File: config.mk
export PLATFORM = sky130hd
export DESIGN_NAME = ps2_key_tracker
export DESIGN_NICKNAME = d
export VERILOG_FILES = /design/src/rtl/ps2_key_tracker.sv
export SDC_FILE = /design/constraint.sdc
export NUM_CORES = 1
export LEC_CHECK = 0
export ABC_CLOCK_PERIOD_IN_PS = 2500
export CAP_MARGIN = 20
export CORE_ASPECT_RATIO = 1.25
export CORE_UTILIZATION = 40
export CTS_CLUSTER_DIAMETER = 150
export DETAILED_ROUTE_END_ITERATION = 10
export GPL_TIMING_DRIVEN = 0
export MAX_ROUTING_LAYER = met4
export PLACE_DENSITY = 0.59
export SLEW_MARGIN = 10
export SYNTH_ARGS = -nofsm -noshare
export SYNTH_HDL_FRONTEND = slang
export SYNTH_SLANG_ARGS = --single-unit
File: constraint.sdc
create_clock -name CLOCK_50 -period 2.5 [get_ports CLOCK_50]
set_input_delay 0.5 -clock CLOCK_50 [delete_from_list [all_inputs] [get_ports CLOCK_50]]
set_output_delay 0.5 -clock CLOCK_50 [all_outputs]
set_load 0.02 [all_outputs]
File: src/rtl/ps2_key_tracker.sv
// PS/2 Set-2 scan-code sequencer: decodes make/break/E0/E1 sequences into
// per-player held-key bitmaps, attack edge pulses and one-cycle key events.
//
// state     | meaning
// ----------+----------------------------------------------------------
// S_IDLE    | waiting for the first byte of a sequence
// S_BRK     | F0 seen, next byte completes a break code
// S_EXT     | E0 seen, next byte completes an extended make (or F0)
// S_EXT_BRK | E0 F0 seen, next byte completes an extended break
// S_PAUSE   | E1 seen, swallowing the rest of the Pause sequence
module ps2_key_tracker #(
    parameter int TIMEOUT_CYCLES = 2_500_000
) (
    input  logic       CLOCK_50,
    input  logic       reset,
    input  logic [7:0] received_data,
    input  logic       received_data_en,
    input  logic       flush,
    output logic [4:0] p1_keys,
    output logic [4:0] p2_keys,
    output logic       p1_attack_pulse,
    output logic       p2_attack_pulse,
    output logic       key_event,
    output logic [7:0] event_code,
    output logic       event_release,
    output logic       event_extended,
    output logic       seq_timeout
);

    localparam int CW = (TIMEOUT_CYCLES > 2) ? $clog2(TIMEOUT_CYCLES) : 1;
    localparam logic [CW-1:0] TMO_LAST = CW'(TIMEOUT_CYCLES - 1);

    typedef enum logic [2:0] {S_IDLE, S_BRK, S_EXT, S_EXT_BRK, S_PAUSE} state_t;

    state_t        state_q, state_d;
    logic [2:0]    skip_q, skip_d;
    logic [CW-1:0] tmo_q;
    logic [4:0]    p1_keys_q, p1_keys_d;
    logic [4:0]    p2_keys_q, p2_keys_d;
    logic          p1_pulse_q, p2_pulse_q;
    logic          key_event_q, seq_timeout_q;
    logic [7:0]    event_code_q;
    logic          event_release_q, event_extended_q;
    logic          is_prefix, done, rel, ext;

    assign is_prefix = (received_data == 8'hE0) || (received_data == 8'hF0) ||
                       (received_data == 8'hE1);

    always_comb begin
        state_d = state_q;
        skip_d  = skip_q;
        done    = 1'b0;
        rel     = 1'b0;
        ext     = 1'b0;
        if (received_data_en) begin
            if (state_q == S_PAUSE) begin
                skip_d = skip_q - 3'd1;
                if (skip_q == 3'd1) state_d = S_IDLE;
            end else if (state_q == S_EXT && received_data == 8'hF0) begin
                state_d = S_EXT_BRK;
            end else if (state_q == S_IDLE || is_prefix) begin
                // A stray prefix drops the pending sequence and restarts from idle.
                state_d = S_IDLE;
                case (received_data)
                    8'hE0: state_d = S_EXT;
                    8'hF0: state_d = S_BRK;
                    8'hE1: begin
                        state_d = S_PAUSE;
                        skip_d  = 3'd7;
                    end
                    8'hAA, 8'hFA, 8'hFE, 8'hEE, 8'h00, 8'hFF: ;
                    default: done = 1'b1;
                endcase
            end else begin
                done    = 1'b1;
                rel     = (state_q == S_BRK) || (state_q == S_EXT_BRK);
                ext     = (state_q == S_EXT) || (state_q == S_EXT_BRK);
                state_d = S_IDLE;
            end
        end
    end

    always_comb begin
        p1_keys_d = p1_keys_q;
        p2_keys_d = p2_keys_q;
        if (done) begin
            if (!ext) begin
                case (received_data)
                    8'h1D:   p1_keys_d[0] = !rel;
                    8'h1C:   p1_keys_d[1] = !rel;
                    8'h1B:   p1_keys_d[2] = !rel;
                    8'h23:   p1_keys_d[3] = !rel;
                    8'h29:   p1_keys_d[4] = !rel;
                    default: ;
                endcase
            end else begin
                case (received_data)
                    8'h75:   p2_keys_d[0] = !rel;
                    8'h6B:   p2_keys_d[1] = !rel;
                    8'h72:   p2_keys_d[2] = !rel;
                    8'h74:   p2_keys_d[3] = !rel;
                    default: ;
                endcase
            end
            if (received_data == 8'h5A) p2_keys_d[4] = !rel;
        end
    end

    always_ff @(posedge CLOCK_50 or posedge reset) begin
        if (reset) begin
            state_q          <= S_IDLE;
            skip_q           <= 3'd0;
            tmo_q            <= '0;
            p1_keys_q        <= 5'd0;
            p2_keys_q        <= 5'd0;
            p1_pulse_q       <= 1'b0;
            p2_pulse_q       <= 1'b0;
            key_event_q      <= 1'b0;
            seq_timeout_q    <= 1'b0;
            event_code_q     <= 8'd0;
            event_release_q  <= 1'b0;
            event_extended_q <= 1'b0;
        end else if (flush) begin
            state_q       <= S_IDLE;
            skip_q        <= 3'd0;
            tmo_q         <= '0;
            p1_keys_q     <= 5'd0;
            p2_keys_q     <= 5'd0;
            p1_pulse_q    <= 1'b0;
            p2_pulse_q    <= 1'b0;
            key_event_q   <= 1'b0;
            seq_timeout_q <= 1'b0;
        end else begin
            seq_timeout_q <= 1'b0;
            key_event_q   <= done;
            p1_keys_q     <= p1_keys_d;
            p2_keys_q     <= p2_keys_d;
            p1_pulse_q    <= p1_keys_d[4] & ~p1_keys_q[4];
            p2_pulse_q    <= p2_keys_d[4] & ~p2_keys_q[4];
            if (received_data_en) begin
                state_q <= state_d;
                skip_q  <= skip_d;
                tmo_q   <= '0;
            end else if (state_q != S_IDLE) begin
                if (tmo_q == TMO_LAST) begin
                    state_q       <= S_IDLE;
                    skip_q        <= 3'd0;
                    tmo_q         <= '0;
                    seq_timeout_q <= 1'b1;
                end else begin
                    tmo_q <= tmo_q + 1'b1;
                end
            end else begin
                tmo_q <= '0;
            end
            if (done) begin
                event_code_q     <= received_data;
                event_release_q  <= rel;
                event_extended_q <= ext;
            end
        end
    end

    assign p1_keys         = p1_keys_q;
    assign p2_keys         = p2_keys_q;
    assign p1_attack_pulse = p1_pulse_q;
    assign p2_attack_pulse = p2_pulse_q;
    assign key_event       = key_event_q;
    assign event_code      = event_code_q;
    assign event_release   = event_release_q;
    assign event_extended  = event_extended_q;
    assign seq_timeout     = seq_timeout_q;

endmodule

==> impl_metrics.yaml, run 1 <==
outcome:
  status: "finished clean"
worst_setup_path:
  crit_required_ns: 2.69
  r2r_setup_slack_ns: 0.20
  cp-startpoint: "received_data[7]"
  crit_end: "event_code[1]$_DFFE_PP0P_"
  arrival_ns: 2.64
  r2r_end: "event_code[1]$_DFFE_PP0P_"
  cp-start-kind: "input pin"
  path_class: "input pin to flop"
  r2r_cells: 6
  cp-end-kind: "flop"
  cp_max_fo: 10
  r2r-start: "state_q[0]$_DFFE_PP0P_"
pwr:
  p_leak_nw: 1.35
  p_comb_share_pct: 16.6
  switching_power_w: 0.000424
  ir_drop_mv: 0.252
  fin_total_pwr_w: 0.00165
  clockPowerShare_pct: 29.5
  pwr-share-seq_pct: 54.0
  power.internal_w: 0.00123
  power.density_nw_per_um2: 479
  power.share.switching_pct: 25.7
floorplan:
  die_h_um: 96.2
  start_util_pct: 41.0
  core-area_um2: 6930
  ios: 36
  num_rows: 34
  fp.dieW_um: 77.4
  die_area_um2: 7440
layout:
  nets: 349
  fillCellCount: 645
  stdcell_count: 425
  antennaDiodeCount: 0
  area_delta_synth_final_pct: 21.5
  drive_above_1_share_pct: 11.6
  seq_area_um2: 1300
  multiInputGateArea_um2: 1460
placed_design:
  port_buffers: 33
  gp_congestion: 0.881
  placed_cells: 415
  dp_slack_ns: -0.431
  dpl.hpwl_mm: 4.75
min_path:
  hold_depth: 1
  hold_path.class: "flop to flop"
timing:
  final-hold-violation-count: 0
  fmax_mhz: 408
  clock-skew-final_ns: 0.00529
  setup_ws_ns: 0.0485
  setup_viol: 0
  drv_slew: 0
  post-route-period-util_pct: 98.1
  fin_setup_tns_ns: 0
  tightest_slew_ns: 0.706
  maxSlewHeadroom_pct: 52.9
  finalCriticalPeriod_ns: 2.45
synth:
  ys_types: 46
  yosysTopAreaCell: "dfrtp_1"
  synthDominantCellAreaShare_pct: 45.8
  synthAdderAreaFrac_pct: 1.32
  synth_top_family_by_area: "simple AND/OR/NAND/NOR gates"
  synth_top_flop_cell: "dfrtp_1"
  synthMuxAreaShare_pct: 7.14
  synthMostInstantiatedCell: "dfrtp_1"
  synthTopCellsByCount: "52 x dfrtp_1, 37 x nor2_1, 15 x nand2_1, 15 x nor3_1, 13 x mux2_1"
  synth_area_um2: 2840
  synth_area_leaders: "dfrtp_1 46%, mux2_1 5.2%, nor2_1 4.9%"
  synth-compound-area-share_pct: 8.55
  synthArstFlopShare_pct: 100
  seq_area_frac_synth_pct: 45.8
  synth_warnings: 0
  postSynthCellCount: 291
  synth_edf_count: 0
  avgSynthCellArea_um2: 9.76
  yosys.area_share.simple_pct: 27.4
  syn-num-nets: 306
  ys_seq_elements: 52
  synth-xor-area-share_pct: 5.86
global_route:
  grt_util_all_layers_pct: 19.2
  grt-ovfl-total: 0
  global_route.usage.met1_pct: 20.5
  gr-usage-met2_pct: 35.2
  grt_max_degree: 33
  grt_pass1_wl_mm: 11.0
  gr-max-usage-layer: "met2"
  antenna_found_initial: 0
  use_met3_pct: 3.51
  grt_pass1_vias: 2359
cts:
  cts.sinks: 52
  clk_pin_slew_ns: 0.09
  cts_buffer_depth: 2
  cts_tree: "done"
  numCtsBuffers: 5
  cts_root_buf: "clkbuf_8"
  htreeDepth: 2
  clkLatencyLatePin_ns: 0.30
drt:
  initialDrtViolationCount: 121
  wl_mm: 6.42
  dr.pass1.iters: 4
  wl_per_cell_um: 15.1
  ant_nets: 0
  drc_errors: 0
  detailroute.via_count: 2329
  via_per_inst: 5.48
flow_run:
  cap_violations: 0
-- worst max-delay path, stage by stage --
cell and delay, ns:
clkdlybuf4s50_1 0.63, nand3_1 0.25, nor4_2 0.52, nor2_2 0.15, nand2b_4 0.11, buf_6 0.14, mux2_1 0.33
-- per-stage QoR --
stage,area (um^2),utilization (%),hold WS (ns)
2_1_floorplan,2840,-,0.455
3_3_place_gp,3280,47.3,0.476
3_5_place_dp,3310,47.7,0.480
4_1_cts,3430,49.4,0.506
5_1_grt,3450,49.8,0.517
6_report,3450,49.8,0.489
-- per-layer routing --
| layer | vias to the layer above | wire, um |
|---|---|---|
| met5 | - | 0 |
| met1 | 1149 | 2750 |
| met2 | 39 | 3370 |
| li1 | 1128 | - |
| met4 | 0 | 150 |
| met3 | 13 | 154 |
-- cell families (layout without fill, tap and decap cells) --
group                      Yosys count  after routing
adders and majority gates            3              3
xor gates and xnor gates            19             19
DFF                                 52             52
buffers and inverters               25             69
muxes                               18             18
and+or+nand+nor                    136            136
AOI/OAI and AO/OA                   38             38
-- worst min path at each step --
stage,from,endpoint,slack (ns)
final,p1_keys[4]$_DFF_PP0_,p1_attack_pulse$_DFF_PP0_,0.49
after global routing,p1_keys[4]$_DFF_PP0_,p1_attack_pulse$_DFF_PP0_,0.52
after CTS,p1_keys[4]$_DFF_PP0_,p1_attack_pulse$_DFF_PP0_,0.51
after detailed placement,event_code[6]$_DFFE_PP0P_,event_code[6]$_DFFE_PP0P_,0.48
after global placement,event_code[5]$_DFFE_PP0P_,event_code[5]$_DFFE_PP0P_,0.48
after floorplan,tmo_q[0]$_DFF_PP0_,tmo_q[0]$_DFF_PP0_,0.45
-- what timing repair did --
item	CTS	global route
hold buffers	0	0
gates cloned	0	0
pin swaps	0	2
setup buffers	0	2
endpoints found under the setup margin	16	18
gates resized for setup	4	3
-- sequential cells by signal, summed over array words and instances (netlist names), 3 cells and up --
register and cells:
event_code 8, p1_keys 5, p2_keys 5, skip_q 3
state_q 3, tmo_q 22
-- power groups by stage --
stage | clock (W) | combinational, W | sequential, W
6_report | 0.000487 | 0.000274 | 0.000891
2_1_floorplan | 0 | 0.000102 | 0.000950
3_3_place_gp | 0 | 0.000263 | 0.000908
3_5_place_dp | 0 | 0.000269 | 0.000907
4_1_cts | 0.000516 | 0.000273 | 0.000892
5_1_grt | 0.000538 | 0.000296 | 0.000896
-- layout by cell type (no fill, tap or decap), types with 6 or more instances in the layout --
cell and n:
a21oi_1 12, a31oi_1 6, buf_2 8, clkbuf_1 6
clkbuf_8 6, clkdlybuf4s50_1 33, dfrtp_1 52, inv_1 10
mux2_1 13, nand2_1 15, nand3_1 12, nand4_1 11
nor2_1 37, nor2b_1 6, nor3_1 14, o21ai_0 8
xnor2_1 10, xor2_1 9
-- area by class of cell --
type | count | share of cell area [%]
Multi-Input combinational cell | 214 | 42.3
Clock buffer | 8 | 2.61
Inverter | 11 | 1.20
Tap cell | 90 | 3.26
Buffer | 14 | 2.07
Sequential cell | 52 | 37.7
Timing Repair Buffer | 36 | 10.8
Note: power is estimated with default switching activity, not from simulation.
==> run 2, diff against run 1 <==
MAX_ROUTING_LAYER = default   (was met4)
==> run 2 against run 1 <==
Wire length decreased by 0.25%. Sequential power about the same. Core utilization unchanged. Register-to-register slack about the same. Combinational power about the same. Final cell count unchanged. Fmax about the same. Non-clock buffer count unchanged. Setup slack about the same. Largest power group unchanged.
==> impl_metrics.yaml, run 2 (synthesis gave the netlist of run 1 again) <==
placed_design:
  dpl.hpwl_mm: 4.75
  port_buffers: 33
  dp_slack_ns: -0.431
  placed_cells: 415
  gp_congestion: 0.867
global_route:
  grt_pass1_wl_mm: 11.0
  global_route.usage.met1_pct: 20.3
  grt_max_degree: 33
  grt_pass1_vias: 2358
  use_met3_pct: 3.70
  antenna_found_initial: 0
  gr-usage-met2_pct: 35.3
  grt-ovfl-total: 0
  gr-max-usage-layer: "met2"
  grt_util_all_layers_pct: 18.7
layout:
  regMostFlops: "tmo_q"
  largest_register_ffs: 22
  stdcell_count: 425
  drive_above_1_share_pct: 11.6
  most-common-layout-cells: "52 x dfrtp_1, 37 x nor2_1, 33 x clkdlybuf4s50_1"
  mostFrequentLayoutCell: "dfrtp_1"
  seq_area_um2: 1300
  nets: 349
  antennaDiodeCount: 0
  multiInputGateArea_um2: 1460
  area_delta_synth_final_pct: 21.5
  fillCellCount: 645
drt:
  wl_mm: 6.40
  ant_nets: 0
  detailroute.via_count: 2334
  initialDrtViolationCount: 120
  via_per_inst: 5.49
  wl_per_cell_um: 15.1
  dr.pass1.iters: 4
  drc_errors: 0
floorplan:
  num_rows: 34
  start_util_pct: 41.0
  ios: 36
  die_area_um2: 7440
  core-area_um2: 6930
  die_h_um: 96.2
  fp.dieW_um: 77.4
pwr:
  switching_power_w: 0.000421
  power.internal_w: 0.00123
  p_leak_nw: 1.35
  power.density_nw_per_um2: 478
  p_comb_share_pct: 16.6
  clockPowerShare_pct: 29.4
  pwr-share-seq_pct: 54.1
  power.share.switching_pct: 25.5
  ir_drop_mv: 0.252
cts:
  htreeDepth: 2
  clkLatencyLatePin_ns: 0.30
  cts_root_buf: "clkbuf_8"
  cts_buffer_depth: 2
  ctsHoldBuffers: 0
  cts_tree: "done"
  clk_pin_slew_ns: 0.09
  numCtsBuffers: 5
  cts.sinks: 52
worst_setup_path:
  cp-end-kind: "flop"
  path_class: "input pin to flop"
  cp-start-kind: "input pin"
  arrival_ns: 2.64
  crit_required_ns: 2.68
  cp_max_fo: 10
timing:
  finalCriticalPeriod_ns: 2.45
  final-hold-violation-count: 0
  maxSlewHeadroom_pct: 52.9
  post-route-period-util_pct: 98.1
  setup_viol: 0
  drv_slew: 0
  fmax_mhz: 408
  clock-skew-final_ns: 0.00400
  tightest_slew_ns: 0.705
  setup_ws_ns: 0.0482
flow_run:
  cap_violations: 0
outcome:
  status: "finished clean"
min_path:
  hold_path.class: "flop to flop"
[run 2: path summary, 6_finish.rpt]
| check | startpoint | end | slack, ns | cells after the start |
|---|---|---|---|---|
| setup / recovery | received_data[7] | event_code[1]$_DFFE_PP0P_ | 0.05 | 7 |
| hold / removal | p1_keys[4]$_DFF_PP0_ | p1_attack_pulse$_DFF_PP0_ | 0.49 | 1 |
| setup reg to reg | state_q[0]$_DFFE_PP0P_ | event_code[1]$_DFFE_PP0P_ | 0.20 | 6 |
| hold reg to reg | p1_keys[4]$_DFF_PP0_ | p1_attack_pulse$_DFF_PP0_ | 0.49 | 1 |
| max in group asynchronous | reset | skip_q[0]$_DFFE_PP0P_ | 1.33 | 3 |
| min in group asynchronous | reset | tmo_q[2]$_DFF_PP0_ | 0.63 | 2 |
[run 2: timing repair]
action / in CTS / in global routing
endpoints found under the setup margin: 16 / 18
resized for setup: 4 / 3
setup buffers: 0 / 2
pin swaps: 0 / 2
hold endpoints to repair: 0 / 0
[run 2: metal layers]
| layer | vias up | wire length (um) |
|---|---|---|
| li1 | 1127 | - |
| met1 | 1151 | 2670 |
| met2 | 43 | 3390 |
| met3 | 13 | 186 |
| met4 | 0 | 150 |
| met5 | - | 0 |
[run 2: area by class of cell]
| cell class | count | area share [%] |
|---|---|---|
| clock buffers | 8 | 2.61 |
| repair buffers | 36 | 10.8 |
| plain buffers | 14 | 2.07 |
| inverters | 11 | 1.20 |
| flip-flops and latches | 52 | 37.7 |
| multi-input cells | 214 | 42.3 |
| well taps | 90 | 3.26 |
[run 2: power by group through the flow]
| stage | registers [W] | logic (W) | clock network (W) |
|---|---|---|---|
| after floorplan | 0.000950 | 0.000102 | 0 |
| after global placement | 0.000908 | 0.000263 | 0 |
| after detailed placement | 0.000907 | 0.000269 | 0 |
| after CTS | 0.000892 | 0.000273 | 0.000516 |
| after global routing | 0.000896 | 0.000296 | 0.000538 |
| final | 0.000891 | 0.000273 | 0.000484 |
[run 2: per-stage QoR]
stage	area, um^2	TNS (ns)	util, %	total power (W)	hold WS [ns]
2_1_floorplan	2840	0	-	0.00105	0.455
3_3_place_gp	3280	-22.51	47.3	0.00117	0.476
3_5_place_dp	3310	-6.79	47.7	0.00118	0.480
4_1_cts	3430	0	49.4	0.00168	0.506
5_1_grt	3450	-0.00454	49.8	0.00173	0.517
6_report	3450	0	49.8	0.00165	0.488
[run 2: critical path, stage by stage]
cell             delay (ns)
clkdlybuf4s50_1        0.63
nand3_1                0.25
nor4_2                 0.52
nor2_2                 0.15
nand2b_4               0.11
buf_6                  0.14
mux2_1                 0.33
==> run 3, diff against run 2 <==
CORE_UTILIZATION = 55   (was 40)
PLACE_DENSITY = 0.77   (was 0.59)
SLEW_MARGIN = default   (was 10)
==> run 3 against run 2 <==
Flip-flop and latch count stayed put. Clock power is 38% higher. Die area is 27% lower. Worst hold slack worse by 0.049 ns. Combinational power is 2% lower. Wire length is 1.8% lower. Sequential power hardly changed. Critical endpoint is now event_code[4]$_DFFE_PP0P_. Highest routed layer unchanged. Clock skew is 0.0048 ns higher. Cell area is 0.87% lower. Fmax is 0.74% higher. Non-clock buffer count is 2 lower. Critical path depth stayed put.
==> impl_metrics.yaml, run 3 (synthesis gave the netlist of run 1 again) <==
outcome:
  status: "finished clean"
floorplan:
  die_h_um: 82.3
  start_util_pct: 58.7
  ios: 36
  num_rows: 28
  die_area_um2: 5460
  fp.dieW_um: 66.3
  core-area_um2: 4830
cts:
  cts.sinks: 52
  post_cts_buffers: 0
  cts_tree: "done"
  ctsHoldBuffers: 0
  htreeDepth: 2
  cts_root_buf: "clkbuf_8"
  clk_pin_slew_ns: 0.09
  numCtsBuffers: 5
  cts_buffer_depth: 2
  clkLatencyLatePin_ns: 0.31
global_route:
  grt_max_degree: 42
  antenna_found_initial: 0
  grt_util_all_layers_pct: 25.1
  grt_pass1_wl_mm: 10.3
  grt-ovfl-total: 0
  grt_pass1_vias: 2309
placed_design:
  gp_congestion: 0.909
  port_buffers: 33
  dp_slack_ns: -0.402
  dpl.hpwl_mm: 4.71
layout:
  fillCellCount: 368
  antennaDiodeCount: 0
  mostFrequentLayoutCell: "dfrtp_1"
  seq_area_um2: 1300
  multiInputGateArea_um2: 1450
  most-common-layout-cells: "52 x dfrtp_1, 37 x nor2_1, 33 x clkdlybuf4s50_1"
  nets: 347
  largest_register_ffs: 22
  area_delta_synth_final_pct: 20.4
  drive_above_1_share_pct: 11.4
  regMostFlops: "tmo_q"
worst_setup_path:
  cp_max_fo: 10
  slowest_stage: "nor4bb_2"
  worstPathCellList: "clkdlybuf4s50_1 > nor4bb_2 > a32o_1 > a211o_1 > nand2b_4 > buf_6 > mux2_1"
  arrival_ns: 2.62
  path_class: "input pin to flop"
  cp-start-kind: "input pin"
  slowest_delay_ns: 0.56
  crit_required_ns: 2.69
  cp-end-kind: "flop"
pwr:
  ir_drop_mv: 0.549
  power.density_nw_per_um2: 534
  p_leak_nw: 1.35
  fin_total_pwr_w: 0.00183
timing:
  setup_viol: 0
  tightest_slew_ns: 0.647
  setup_ws_ns: 0.0662
  final-hold-violation-count: 0
  post-route-period-util_pct: 97.4
  clock-skew-final_ns: 0.00885
  fin_setup_tns_ns: 0
  maxSlewHeadroom_pct: 56.5
  finalCriticalPeriod_ns: 2.43
  fmax_mhz: 411
  rsz0062_at_grt: "no"
  drv_slew: 0
drt:
  wl_mm: 6.29
  drc_errors: 0
  dr.pass1.iters: 5
  via_per_inst: 6.02
  wl_per_cell_um: 16.0
  detailroute.via_count: 2358
  ant_nets: 0
  initialDrtViolationCount: 109
flow_run:
  cap_violations: 0
min_path:
  hold_path.class: "input pin to asynchronous set/reset pin"
[run 3: cell count changes in the layout (fill, tap and decap cells not counted)]
cell       change
bufinv_16      +2
clkbuf_1       -2
nor4b_2        +1
nor4b_4        -1
buf_4          -2
buf_12         +1
clkbuf_8       -1
buf_16         -1
[run 3: cell type report]
class	count	area share, %
inverters	11	1.21
well taps	60	2.19
multi-input cells	214	42.5
plain buffers	14	2.08
flip-flops and latches	52	38.0
clock buffers	5	2.01
clock inverters	2	1.76
repair buffers	34	10.2
[run 3: layer usage]
layer  vias to the layer above  wire length (um)  GRT usage, %
li1                       1125                 -             -
met1                      1136              2480          27.6
met2                        80              3320          43.8
met3                        17               314          5.08
met4                         0               176          16.2
met5                         -                 0             0
[run 3: repair_timing]
item,4_1_cts,5_1_grt
gates resized for setup,2,4
hold endpoints to repair,0,0
setup endpoints to repair,13,18
[run 3: path summary, 6_finish.rpt]
path                       slack (ns)                         to  depth (start not counted)              startpoint
max in group asynchronous        1.56      skip_q[1]$_DFFE_PP0P_                          3                   reset
max reg2reg                      0.29  event_code[4]$_DFFE_PP0P_                          6  state_q[0]$_DFFE_PP0P_
min in group CLOCK_50            0.48         tmo_q[0]$_DFF_PP0_                          1      tmo_q[0]$_DFF_PP0_
min                              0.44         tmo_q[3]$_DFF_PP0_                          2                   reset
max                              0.07  event_code[4]$_DFFE_PP0P_                          7        received_data[2]
min reg2reg                      0.48         tmo_q[0]$_DFF_PP0_                          1      tmo_q[0]$_DFF_PP0_
[run 3: report_power, final]
group / switching, W / internal [W]
logic: 0.000145 / 0.000123
registers: 0.0000165 / 0.000874
clock network: 0.000274 / 0.000394
[run 3: per-stage QoR]
| stage | std cells | util [%] | area (um^2) | hold WS (ns) |
|---|---|---|---|---|
| floorplan | 291 | - | 2840 | 0.455 |
| global placement | 384 | 67.1 | 3250 | 0.469 |
| detailed placement | 385 | 67.5 | 3270 | 0.472 |
| CTS | 392 | 70.4 | 3410 | 0.440 |
| global route | 392 | 70.8 | 3420 | 0.449 |
| finish | 392 | 70.8 | 3420 | 0.440 |
[run 3: critical path, delay by kind of cell]
family	cells	cell delay (ns)
simple gates	2	0.72
compound gates	2	0.49
buf+inv	2	0.58
mux	1	0.33
